<file path="config.mk">
export PLATFORM = sky130hd
export DESIGN_NAME = ball_motion
export DESIGN_NICKNAME = d
export VERILOG_FILES = /design/src/rtl/ball_motion.sv
export SDC_FILE = /design/constraint.sdc
export NUM_CORES = 1
export LEC_CHECK = 0
export ABC_AREA = 1
export CAP_MARGIN = 20
export CORE_MARGIN = 3
export CORE_UTILIZATION = 35
export CTS_CLUSTER_SIZE = 25
export DETAILED_ROUTE_END_ITERATION = 16
export GPL_TIMING_DRIVEN = 0
export PLACE_DENSITY_LB_ADDON = 0.2
export SYNTH_ARGS = -nofsm -noshare
export SYNTH_HDL_FRONTEND = slang
export SYNTH_SLANG_ARGS = --single-unit
export TNS_END_PERCENT = 10
</file>
<file path="constraint.sdc">
create_clock -name clk_1ms -period 10.1 [get_ports clk_1ms]
set_input_delay 2.02 -clock clk_1ms [delete_from_list [all_inputs] [get_ports clk_1ms]]
set_output_delay 2.02 -clock clk_1ms [all_outputs]
set_load 0.03 [all_outputs]
</file>
<file path="src/rtl/ball_motion.sv">
// Ball stage of the Pong datapath: position, bounces, scoring and serve timing.
// All motion advances on the 1 ms game tick.
module ball_motion #(
    parameter int H_ACTIVE      = 640,
    parameter int V_ACTIVE      = 480,
    parameter int BALL_HALF     = 4,
    parameter int PADDLE_HALF_W = 3,
    parameter int PADDLE_HALF_H = 30,
    parameter int SERVE_TICKS   = 1000,
    parameter int WIN_SCORE     = 7
) (
    input  logic        clk_1ms,
    input  logic        reset,
    input  logic        switch,
    input  logic [9:0]  x,
    input  logic [9:0]  y,
    input  logic [9:0]  x_paddle1,
    input  logic [9:0]  y_paddle1,
    input  logic [9:0]  x_paddle2,
    input  logic [9:0]  y_paddle2,
    output logic        ball_on,
    output logic [11:0] rgb_ball,
    output logic [9:0]  x_ball,
    output logic [9:0]  y_ball,
    output logic [3:0]  score1,
    output logic [3:0]  score2,
    output logic        point_p1,
    output logic        point_p2,
    output logic        game_over
);
    typedef enum logic [1:0] {S_SERVE, S_PLAY, S_SCORED, S_OVER} state_t;

    localparam int         CW    = $clog2(SERVE_TICKS + 1);
    localparam logic [9:0] X_MID = 10'(H_ACTIVE / 2);
    localparam logic [9:0] Y_MID = 10'(V_ACTIVE / 2);
    localparam logic [3:0] WIN   = 4'(WIN_SCORE);

    state_t        state_q, state_d;
    logic [CW-1:0] cnt_q, cnt_d;
    logic [9:0]    x_ball_q, x_ball_d, y_ball_q, y_ball_d;
    logic          dir_x_q, dir_x_d, dir_y_q, dir_y_d;
    logic [3:0]    score1_q, score1_d, score2_q, score2_d;
    logic          point_p1_q, point_p1_d, point_p2_q, point_p2_d;
    logic          game_over_q, game_over_d;

    logic [10:0] l, r, t, b;
    logic        ov1, ov2, hit1, hit2, miss_l, miss_r, wall_t, wall_b;

    assign l = {1'b0, x_ball_q} - 11'(BALL_HALF);
    assign r = {1'b0, x_ball_q} + 11'(BALL_HALF);
    assign t = {1'b0, y_ball_q} - 11'(BALL_HALF);
    assign b = {1'b0, y_ball_q} + 11'(BALL_HALF);

    // Paddle terms moved to the other side so nothing can underflow
    assign ov1 = (b + 11'(PADDLE_HALF_H) > {1'b0, y_paddle1}) &&
                 (t < {1'b0, y_paddle1} + 11'(PADDLE_HALF_H));
    assign ov2 = (b + 11'(PADDLE_HALF_H) > {1'b0, y_paddle2}) &&
                 (t < {1'b0, y_paddle2} + 11'(PADDLE_HALF_H));

    assign hit1   = !dir_x_q && ov1 &&
                    (l == {1'b0, x_paddle1} + 11'(PADDLE_HALF_W + 1));
    assign hit2   = dir_x_q && ov2 &&
                    (r + 11'(PADDLE_HALF_W + 1) == {1'b0, x_paddle2});
    assign miss_l = !dir_x_q && (l == 11'd0);
    assign miss_r = dir_x_q && (r == 11'(H_ACTIVE - 1));
    assign wall_t = !dir_y_q && (t == 11'd0);
    assign wall_b = dir_y_q && (b == 11'(V_ACTIVE - 1));

    always_comb begin
        state_d     = state_q;
        cnt_d       = cnt_q;
        x_ball_d    = x_ball_q;
        y_ball_d    = y_ball_q;
        dir_x_d     = dir_x_q;
        dir_y_d     = dir_y_q;
        score1_d    = score1_q;
        score2_d    = score2_q;
        point_p1_d  = 1'b0;
        point_p2_d  = 1'b0;
        game_over_d = game_over_q;
        if (!switch) begin
            unique case (state_q)
                S_SERVE: begin
                    x_ball_d = X_MID;
                    y_ball_d = Y_MID;
                    if (cnt_q == CW'(SERVE_TICKS - 1)) begin
                        cnt_d   = '0;
                        state_d = S_PLAY;
                    end else begin
                        cnt_d = cnt_q + 1'b1;
                    end
                end
                S_PLAY: begin
                    if (miss_l) begin
                        if (score2_q < WIN) score2_d = score2_q + 4'd1;
                        point_p2_d = 1'b1;
                        state_d    = S_SCORED;
                    end else if (miss_r) begin
                        if (score1_q < WIN) score1_d = score1_q + 4'd1;
                        point_p1_d = 1'b1;
                        state_d    = S_SCORED;
                    end else begin
                        dir_x_d  = hit1 ? 1'b1 : (hit2 ? 1'b0 : dir_x_q);
                        dir_y_d  = wall_t ? 1'b1 : (wall_b ? 1'b0 : dir_y_q);
                        x_ball_d = dir_x_d ? x_ball_q + 10'd1 : x_ball_q - 10'd1;
                        y_ball_d = dir_y_d ? y_ball_q + 10'd1 : y_ball_q - 10'd1;
                    end
                end
                S_SCORED: begin
                    // dir_x still points at the losing side, so keeping it serves toward them
                    x_ball_d = X_MID;
                    y_ball_d = Y_MID;
                    if (score1_q == WIN || score2_q == WIN) begin
                        state_d     = S_OVER;
                        game_over_d = 1'b1;
                    end else begin
                        state_d = S_SERVE;
                    end
                end
                S_OVER: begin
                    x_ball_d    = X_MID;
                    y_ball_d    = Y_MID;
                    game_over_d = 1'b1;
                end
                default: state_d = S_SERVE;
            endcase
        end
    end

    always_ff @(posedge clk_1ms or posedge reset) begin
        if (reset) begin
            state_q     <= S_SERVE;
            cnt_q       <= '0;
            x_ball_q    <= X_MID;
            y_ball_q    <= Y_MID;
            dir_x_q     <= 1'b1;
            dir_y_q     <= 1'b1;
            score1_q    <= '0;
            score2_q    <= '0;
            point_p1_q  <= 1'b0;
            point_p2_q  <= 1'b0;
            game_over_q <= 1'b0;
        end else begin
            state_q     <= state_d;
            cnt_q       <= cnt_d;
            x_ball_q    <= x_ball_d;
            y_ball_q    <= y_ball_d;
            dir_x_q     <= dir_x_d;
            dir_y_q     <= dir_y_d;
            score1_q    <= score1_d;
            score2_q    <= score2_d;
            point_p1_q  <= point_p1_d;
            point_p2_q  <= point_p2_d;
            game_over_q <= game_over_d;
        end
    end

    assign ball_on   = (state_q != S_OVER) &&
                       ({1'b0, x} >= l) && ({1'b0, x} < r) &&
                       ({1'b0, y} >= t) && ({1'b0, y} < b);
    assign rgb_ball  = 12'hFF0;
    assign x_ball    = x_ball_q;
    assign y_ball    = y_ball_q;
    assign score1    = score1_q;
    assign score2    = score2_q;
    assign point_p1  = point_p1_q;
    assign point_p2  = point_p2_q;
    assign game_over = game_over_q;
endmodule

</file>
==> results by group, run 1 <==
CTS
  • CTS tree: built
  • Sink Count: 45
  • Clk buf depth: 2
  • Clock latency on the worst-skew pair: 0.29 ns
  • CTS Root Cell: clkbuf_16
  • Num CTS Buffers: 5
  • Post-CTS Setup Bufs: 0
  • Clock-pin slew on the worst setup and hold paths: 0.07 ns
  • Hold-fix buffers, CTS: 0
  • Post_cts resized: 0
  • CTS H-tree depth: 2

Power and ir drop
  • Power Density: 258.8 nW/µm²
  • Leak pwr: 3.995 nW
  • Overall power: 2.040 mW
  • Peak VDD IR: 92.94 µV

Worst setup path
  • Critical Path Start Type: input pin
  • WS Path Type: input pin to output port
  • Arrival time worst endpoint: 4.69 ns
  • CP Data Required Time: 8.08 ns
  • CP max FO: 3
  • Crit path capture type: output port

Timing
  • Final TNS setup: 0 ns
  • Clock skew: 0.01010 ns
  • Period Utilization, post-route: 66.39%
  • Final setup margin: 3.394 ns
  • Relative slew slack: 54.42%
  • RSZ-0062 raised after global routing: false
  • Final setup fails: 0
  • Slew at the pin with the worst max-slew slack: 0.6775 ns
  • Slew Viols, Final: 0
  • Fmax: 0.1491 GHz
  • Fin crit period: 6.706 ns
  • Final hold vios: 0

Detailed routing
  • Total wire length: 17,120 µm
  • Drt first pass iters: 5
  • Vias after detailed routing: 6,027
  • Vias/cell: 4.791
  • Initial DRC count: 262
  • Drt drc: 0
  • Routed len/inst: 13.61 µm
  • DRT antenna net count: 0

Synth
  • Yosys warning count: 0
  • Async SR Flop Fraction: 100.0%
  • Synth Flop Type: dfrtp_1
  • Synth Register Bits: 45
  • Syn Std Cell Area: 6447 µm²
  • Avg Inst Size Synth: 7.039 µm²
  • Number of synthesized flops with an enable pin: 0
  • Seq/Total Area, Yosys: 17.62%
  • Cell variety after synth: 52
  • Mapped Cells: 916

Placement
  • DP Wirelength: 14,570 µm
  • DP Worst Slack: 3.367 ns
  • Gp weighted congestion: 0.8814
  • Port buffer count: 94
  • Area of placed instances: 7732 µm²
  • Cells after DPL: 1,250

Floorplanning
  • Die height: 141.7 µm
  • Initial Util: 35.77%
  • Core Rows: 49
  • Die W: 141.7 µm
  • Die Footprint: 20,090 µm²
  • Core area: 18,020 µm²
  • I/O pins: 107

Global route
  • GRT Util Overall: 17.13%
  • Final global-route overflow total: 0
  • First-pass GRT wire length: 28,310 µm
  • Initial antenna violation count: 0
  • Vias in the first global route: 5,812
  • Largest net degree at the start of global routing: 27

Cells and area
  • Total Nets Final: 1,205
  • Fin area: 7883 µm²
  • P&R area growth vs syn: 22.26%
  • Filler cells: 1,833
  • Ant diodes: 0
  • Share of layout cells above drive strength 1: 7.289%
  • Finished Layout Cells: 1,258

Hold path
  • Hold Crit Class: register to register

Run
  • Maxcap violations: 0

Status
  • Status: finished clean
==> worst max-delay path, stage by stage <==
cell             delay, ns
clkdlybuf4s50_1       0.47
ha_1                  0.35
nand4_1               0.12
or2_2                 0.30
a21boi_0              0.23
o31ai_1               0.11
inv_1                 0.06
o21ai_0               0.07
nand2_1               0.07
nand3_1               0.08
nor2_1                0.12
clkdlybuf4s50_1       0.68
==> synthesized netlist by cell type (4+ instances only) <==
| master | count | share of area [%] |
|---|---|---|
| inv_1 | 133 | 7.7 |
| buf_4 | 13 | 1.5 |
| dfstp_2 | 8 | 3.3 |
| xor2_1 | 42 | 5.7 |
| a22oi_2 | 5 | 0.97 |
| nor3_1 | 16 | 1.2 |
| nand3_1 | 67 | 5.2 |
| inv_2 | 4 | 0.23 |
| dfrtp_1 | 37 | 14 |
| a21o_1 | 4 | 0.47 |
| nor4_1 | 5 | 0.49 |
| xnor2_1 | 19 | 2.6 |
| nand2_2 | 6 | 0.58 |
| ha_1 | 112 | 22 |
| nand4_1 | 20 | 1.9 |
| nor2_2 | 4 | 0.39 |
| o22ai_1 | 8 | 0.78 |
| o21ai_0 | 33 | 2.6 |
| or2_2 | 4 | 0.39 |
| nand3b_1 | 5 | 0.58 |
| o21a_1 | 4 | 0.47 |
| a21oi_1 | 49 | 3.8 |
| nand2_1 | 206 | 12 |
| nor2_1 | 62 | 3.6 |
==> layout by cell type, fill, tap and decap left out, types with 4 or more instances in the layout <==
cell type          n
nor3_1            16
dfstp_2            8
buf_4             13
conb_1            12
nor2_2             4
or2_2              4
dfrtp_1           37
o22ai_1            8
clkdlybuf4s50_1   94
clkbuf_16          5
nor4_1             5
ha_1             112
nor2_1            62
a21o_1             4
xor2_1            42
nand4_1           20
o21ai_0           33
a22oi_2            5
nand3_1           67
inv_2              5
inv_1            132
nand2_2            6
nand2_1          206
nand3b_1           5
o21a_1             4
a21oi_1           49
xnor2_1           19
==> power breakdown <==
group	internal [mW]	total (mW)	switching, mW
Sequential	0.245	0.342	0.0968
Combinational	0.612	1.53	0.920
Clock	0.0930	0.166	0.0730
Total	0.950	2.04	1.09
==> kinds of logic (layout without fill, tap and decap cells) <==
group / after synthesis / after routing / share of synthesized area (%)
compound gates: 125 / 125 / 11.88
xor+xnor: 61 / 61 / 8.286
fa+ha+maj: 114 / 114 / 22.36
buf+inv: 156 / 259 / 10.19
flops: 45 / 45 / 17.62
mux: 2 / 2 / 0.3493
other cells: 2 / 12 / 0.1165
simple gates: 411 / 411 / 29.21
==> state kept, by name, indices dropped and copies added (netlist names) <==
| signal | cells |
|---|---|
| state_q | 2 |
| dir_y_q | 1 |
| point_p2 | 1 |
| score1 | 4 |
| game_over | 1 |
| dir_x_q | 1 |
| x_ball | 10 |
| point_p1 | 1 |
| y_ball | 10 |
| score2 | 4 |
| cnt_q | 10 |
==> final cells by class <==
cell class / instances / area [µm²] / area share [%]
multi-input combinational: 725 / 4692 / 59.52
sequential: 45 / 1136 / 14.41
timing repair buffer: 95 / 960.9 / 12.19
inverter: 138 / 523.0 / 6.635
tap: 229 / 286.5 / 3.635
buffer: 18 / 133.9 / 1.698
clock buffer: 5 / 125.1 / 1.587
clock inverter: 3 / 25.02 / 0.3175
==> routing by layer <==
layer / up-vias / track usage, % / wire, µm
met5: - / 0 / 0
met4: 0 / 4.040 / 280
met3: 18 / 1.719 / 666
met2: 114 / 28.43 / 7681
met1: 2654 / 23.97 / 8488
li1: 3241 / - / -
==> worst paths after layout <==
kind                            from        end  slack, ns  depth (start not counted)
setup / recovery                y[6]    ball_on       3.39                         12
hold / removal             game_over  game_over       0.47                          1
setup reg to reg           y_ball[2]  x_ball[8]       4.93                         27
hold reg to reg            game_over  game_over       0.47                          1
max in group asynchronous      reset   cnt_q[8]       7.55                          3
min in group asynchronous      reset  y_ball[3]       2.06                          2
==> metrics by stage <==
stage	util, %	hold slack [ns]
3_3_place_gp	42.79	0.4627
4_1_cts	43.73	0.4765
2_1_floorplan	-	0.4741
5_1_grt	43.73	0.5013
3_5_place_dp	42.90	0.4536
6_report	43.73	0.4720
(Power assumes the default switching activity.)
==> run 2: changes to the inputs <==
==> constraint.sdc (replaced) <==
create_clock -name clk_1ms -period 6.5 [get_ports clk_1ms]
set_input_delay 1.3 -clock clk_1ms [delete_from_list [all_inputs] [get_ports clk_1ms]]
set_output_delay 1.3 -clock clk_1ms [all_outputs]
set_load 0.03 [all_outputs]
==> results of run 2 <==
Same layout as run 1 (identical final DEF). Status: finished clean.
Main changes from that run: setup slack after placement 3.367 ns -> 0.5405 ns; setup slack after layout 3.394 ns -> 0.8498 ns; start point of the critical path y[6] -> y_paddle2[1]; end point of the critical path ball_on -> x_ball[8]; register-to-register setup slack 4.93 ns -> 1.33 ns; total power 2.040 mW -> 3.170 mW; worst IR drop on VDD 92.94 µV -> 144.4 µV
==> run 3: changes to the inputs <==
==> constraint.sdc (replaced) <==
create_clock -name clk_1ms -period 4.8 [get_ports clk_1ms]
set_input_delay 0.96 -clock clk_1ms [delete_from_list [all_inputs] [get_ports clk_1ms]]
set_output_delay 0.96 -clock clk_1ms [all_outputs]
set_load 0.03 [all_outputs]
==> run 3 against run 2 <==
  * Design area rose by 4.2%
  * Register-to-register slack got worse by 0.99 ns
  * Clock power rose by 36%
  * Critical path type unchanged
  * Critical endpoint is now x_ball[9]
  * Largest power group unchanged
==> results by group, run 3 (synthesis gave the netlist of run 1 again) <==
Power and ir drop
  • Psw: 2.389 mW (was 1.693 mW)
  • Sw frac: 52.87% (was 53.41%)
  • Total internal power: 2.130 mW (was 1.477 mW)
  • Leak pwr: 4.126 nW (was 3.995 nW)
  • Seq pwr share: 16.1% (was 16.8%)
  • Comb power frac: 76.1% (was 75.1%)
  • Power Density: 550.3 nW/µm² (was 402.2 nW/µm²)
  • Peak VDD IR: 202.3 µV (was 144.4 µV)
  • Clock power share: 7.8% (was 8.1%)

Timing
  • Period Utilization, post-route: 95.38%
  • RSZ-0062 raised after global routing: true (was false)
  • Final hold vios: 0 (unchanged)
  • Fmax: 0.2184 GHz
  • Fin crit period: 4.578 ns
  • Clock skew: 0.01015 ns (was 0.01010 ns)
  • Final setup fails: 0 (unchanged)
  • Slew at the pin with the worst max-slew slack: 0.5095 ns (was 0.6775 ns)
  • Final TNS setup: 0 ns (unchanged)
  • Final setup margin: 0.2220 ns (was 0.8498 ns)
  • Slew Viols, Final: 0 (unchanged)
  • Relative slew slack: 66.04% (was 54.42%)

Detailed routing
  • Vias after detailed routing: 6,102 (was 6,027)
  • Drt first pass iters: 6 (was 5)
  • Drt drc: 0 (unchanged)
  • Vias/cell: 4.793 (was 4.791)
  • Initial DRC count: 284 (was 262)
  • Routed len/inst: 13.76 µm (was 13.61 µm)
  • Total wire length: 17,520 µm (was 17,120 µm)
  • DRT antenna net count: 0 (unchanged)

Global route
  • First-pass GRT wire length: 28,640 µm (was 28,310 µm)
  • Largest net degree at the start of global routing: 27 (unchanged)
  • Final global-route overflow total: 0 (unchanged)
  • GRT Util Overall: 17.34% (was 17.13%)
  • Initial antenna violation count: 0 (unchanged)
  • Vias in the first global route: 5,913 (was 5,812)

Worst setup path
  • Crit path capture type: register (unchanged)
  • Critical Path Start Type: input pin (unchanged)
  • Arrival time worst endpoint: 4.81 ns (was 5.86 ns)
  • Reg-to-Reg End: x_ball[9] (was x_ball[8])
  • WS Path Type: input pin to register (unchanged)
  • Worst R2R Start: y_ball[4] (was y_ball[2])
  • Max incr delay on CP: 0.47 ns (was 0.48 ns)
  • Critical Path Slowest Stage Cell: clkdlybuf4s50_1 (unchanged)
  • Crit-path most repeated cell: nand2_1 (unchanged)
  • R2R setup slack: 0.34 ns (was 1.33 ns)
  • Path depth of the worst reg2reg path: 30 (was 27)
  • CP max FO: 4 (was 9)
  • CP Data Required Time: 5.03 ns (was 6.71 ns)

Cells and area
  • Filler cells: 1,799 (was 1,833)
  • Ant diodes: 0 (unchanged)
  • Share of layout cells above drive strength 1: 12.45% (was 7.289%)
  • Sequential Area: 1137 µm² (was 1136 µm²)
  • Commonest non-fill, non-tap cell in the layout: nand2_1 (unchanged)
  • Multi-input logic area: 4898 µm² (was 4692 µm²)
  • Final core occ: 45.56% (was 43.73%)
  • P&R area growth vs syn: 27.38% (was 22.26%)
  • Total Nets Final: 1,220 (was 1,205)
  • Most frequent cells in the layout: 200 x nand2_1, 126 x inv_1, 105 x ha_1 (was 206 x nand2_1, 132 x inv_1, 112 x ha_1)

Hold path
  • Worst hold endpoint: game_over (unchanged)
  • Hold Crit Class: register to register (unchanged)
  • Worst hold start: game_over (unchanged)
  • WHS Path Cells: 1 (unchanged)

Floorplanning
  • Core Rows: 49 (unchanged)
  • Die Footprint: 20,090 µm² (unchanged)
  • Initial Util: 35.77% (unchanged)
  • Die height: 141.7 µm (unchanged)
  • I/O pins: 107 (unchanged)
  • Die W: 141.7 µm (unchanged)
  • Core area: 18,020 µm² (unchanged)

Placement
  • Port buffer count: 94 (unchanged)
  • DP Wirelength: 14,570 µm (unchanged)
  • DP Worst Slack: -0.8195 ns (was 0.5405 ns)
  • Gp weighted congestion: 0.8814 (unchanged)

CTS
  • Sink Count: 45 (unchanged)
  • Hold-fix buffers, CTS: 0 (unchanged)
  • Clk buf depth: 2 (unchanged)
  • CTS tree: built (unchanged)
  • CTS H-tree depth: 2 (unchanged)
  • Clock latency on the worst-skew pair: 0.29 ns (about the same)
  • Clock-pin slew on the worst setup and hold paths: 0.07 ns (about the same)
  • CTS Root Cell: clkbuf_16 (unchanged)
  • Num CTS Buffers: 5 (unchanged)

Run
  • Maxcap violations: 0 (unchanged)

Status
  • Status: finished clean (unchanged)
## run 3: changes by cell type in the layout (fill, tap and decap cells not counted), sizes merged
cell,change
buf,+14
clkdlybuf4s50,-8
dlygate4sd2,+4
dlymetal6s2s,+4
clkinvlp,+1
## run 3: timing repair
action / in CTS / in global routing
pin swaps: 15 / 13
setup buffers: 10 / 4
gates cloned: 1 / 0
gates resized for setup: 35 / 25
endpoints found under the setup margin: 6 / 5
## run 3: worst max-delay path: cells and delay by family
family	cells	cell delay [ns]
AND/OR/NAND/NOR	18	1.35
buffers and inverters	10	1.48
AO/OA/AOI/OAI	1	0.11
XOR/XNOR	2	0.35
adder cells (fa/ha/maj)	2	0.56
## run 3: area by class of cell
class                           count  share of cell area (%)
Buffer                             18                   1.630
Clock buffer                        5                   1.523
Timing Repair inverter              1                 0.09141
Timing Repair Buffer              109                   13.04
Inverter                          138                   6.429
Clock inverter                      3                  0.3047
Tap cell                          229                   3.489
Sequential cell                    45                   13.85
Multi-Input combinational cell    725                   59.64
## run 3: worst max-delay path by stage
stage / from / endpoint / slack [ns] / depth (start not counted)
after floorplan: y_ball[2] / x_ball[8] / 0.36 / 29
after global placement: y_paddle2[1] / x_ball[8] / -0.81 / 31
after detailed placement: y_paddle2[1] / x_ball[8] / -0.82 / 31
after CTS: y_paddle2[1] / x_ball[8] / -0.03 / 32
after global routing: y_ball[2] / x_ball[9] / -0.15 / 28
final: y_paddle2[4] / x_ball[9] / 0.22 / 33
## run 3: layer usage
| metal | track usage [%] | up-vias | part of all wire, % |
|---|---|---|---|
| li1 | - | 3262 | - |
| met1 | 24.04 | 2723 | 49 |
| met2 | 29.13 | 99 | 46 |
| met3 | 1.719 | 18 | 3.5 |
| met4 | 3.990 | 0 | 1.6 |
| met5 | 0 | - | 0 |
## run 3: per-stage QoR
step	std cells	power, mW	instance area (µm²)	hold WS (ns)
2_1_floorplan	926	3.115	6485	0.4741
3_3_place_gp	1249	3.916	7712	0.4627
3_5_place_dp	1250	3.959	7732	0.4536
4_1_cts	1269	4.440	8068	0.4765
5_1_grt	1273	5.071	8213	0.5013
6_report	1273	4.519	8213	0.4720
## run 3: power by group through the flow
stage	clock, mW	combinational (mW)	sequential [mW]
after floorplan	0	2.33	0.790
after global placement	0	3.19	0.725
after detailed placement	0	3.23	0.727
after CTS	0.364	3.35	0.726
after global routing	0.382	3.94	0.753
final	0.351	3.44	0.729
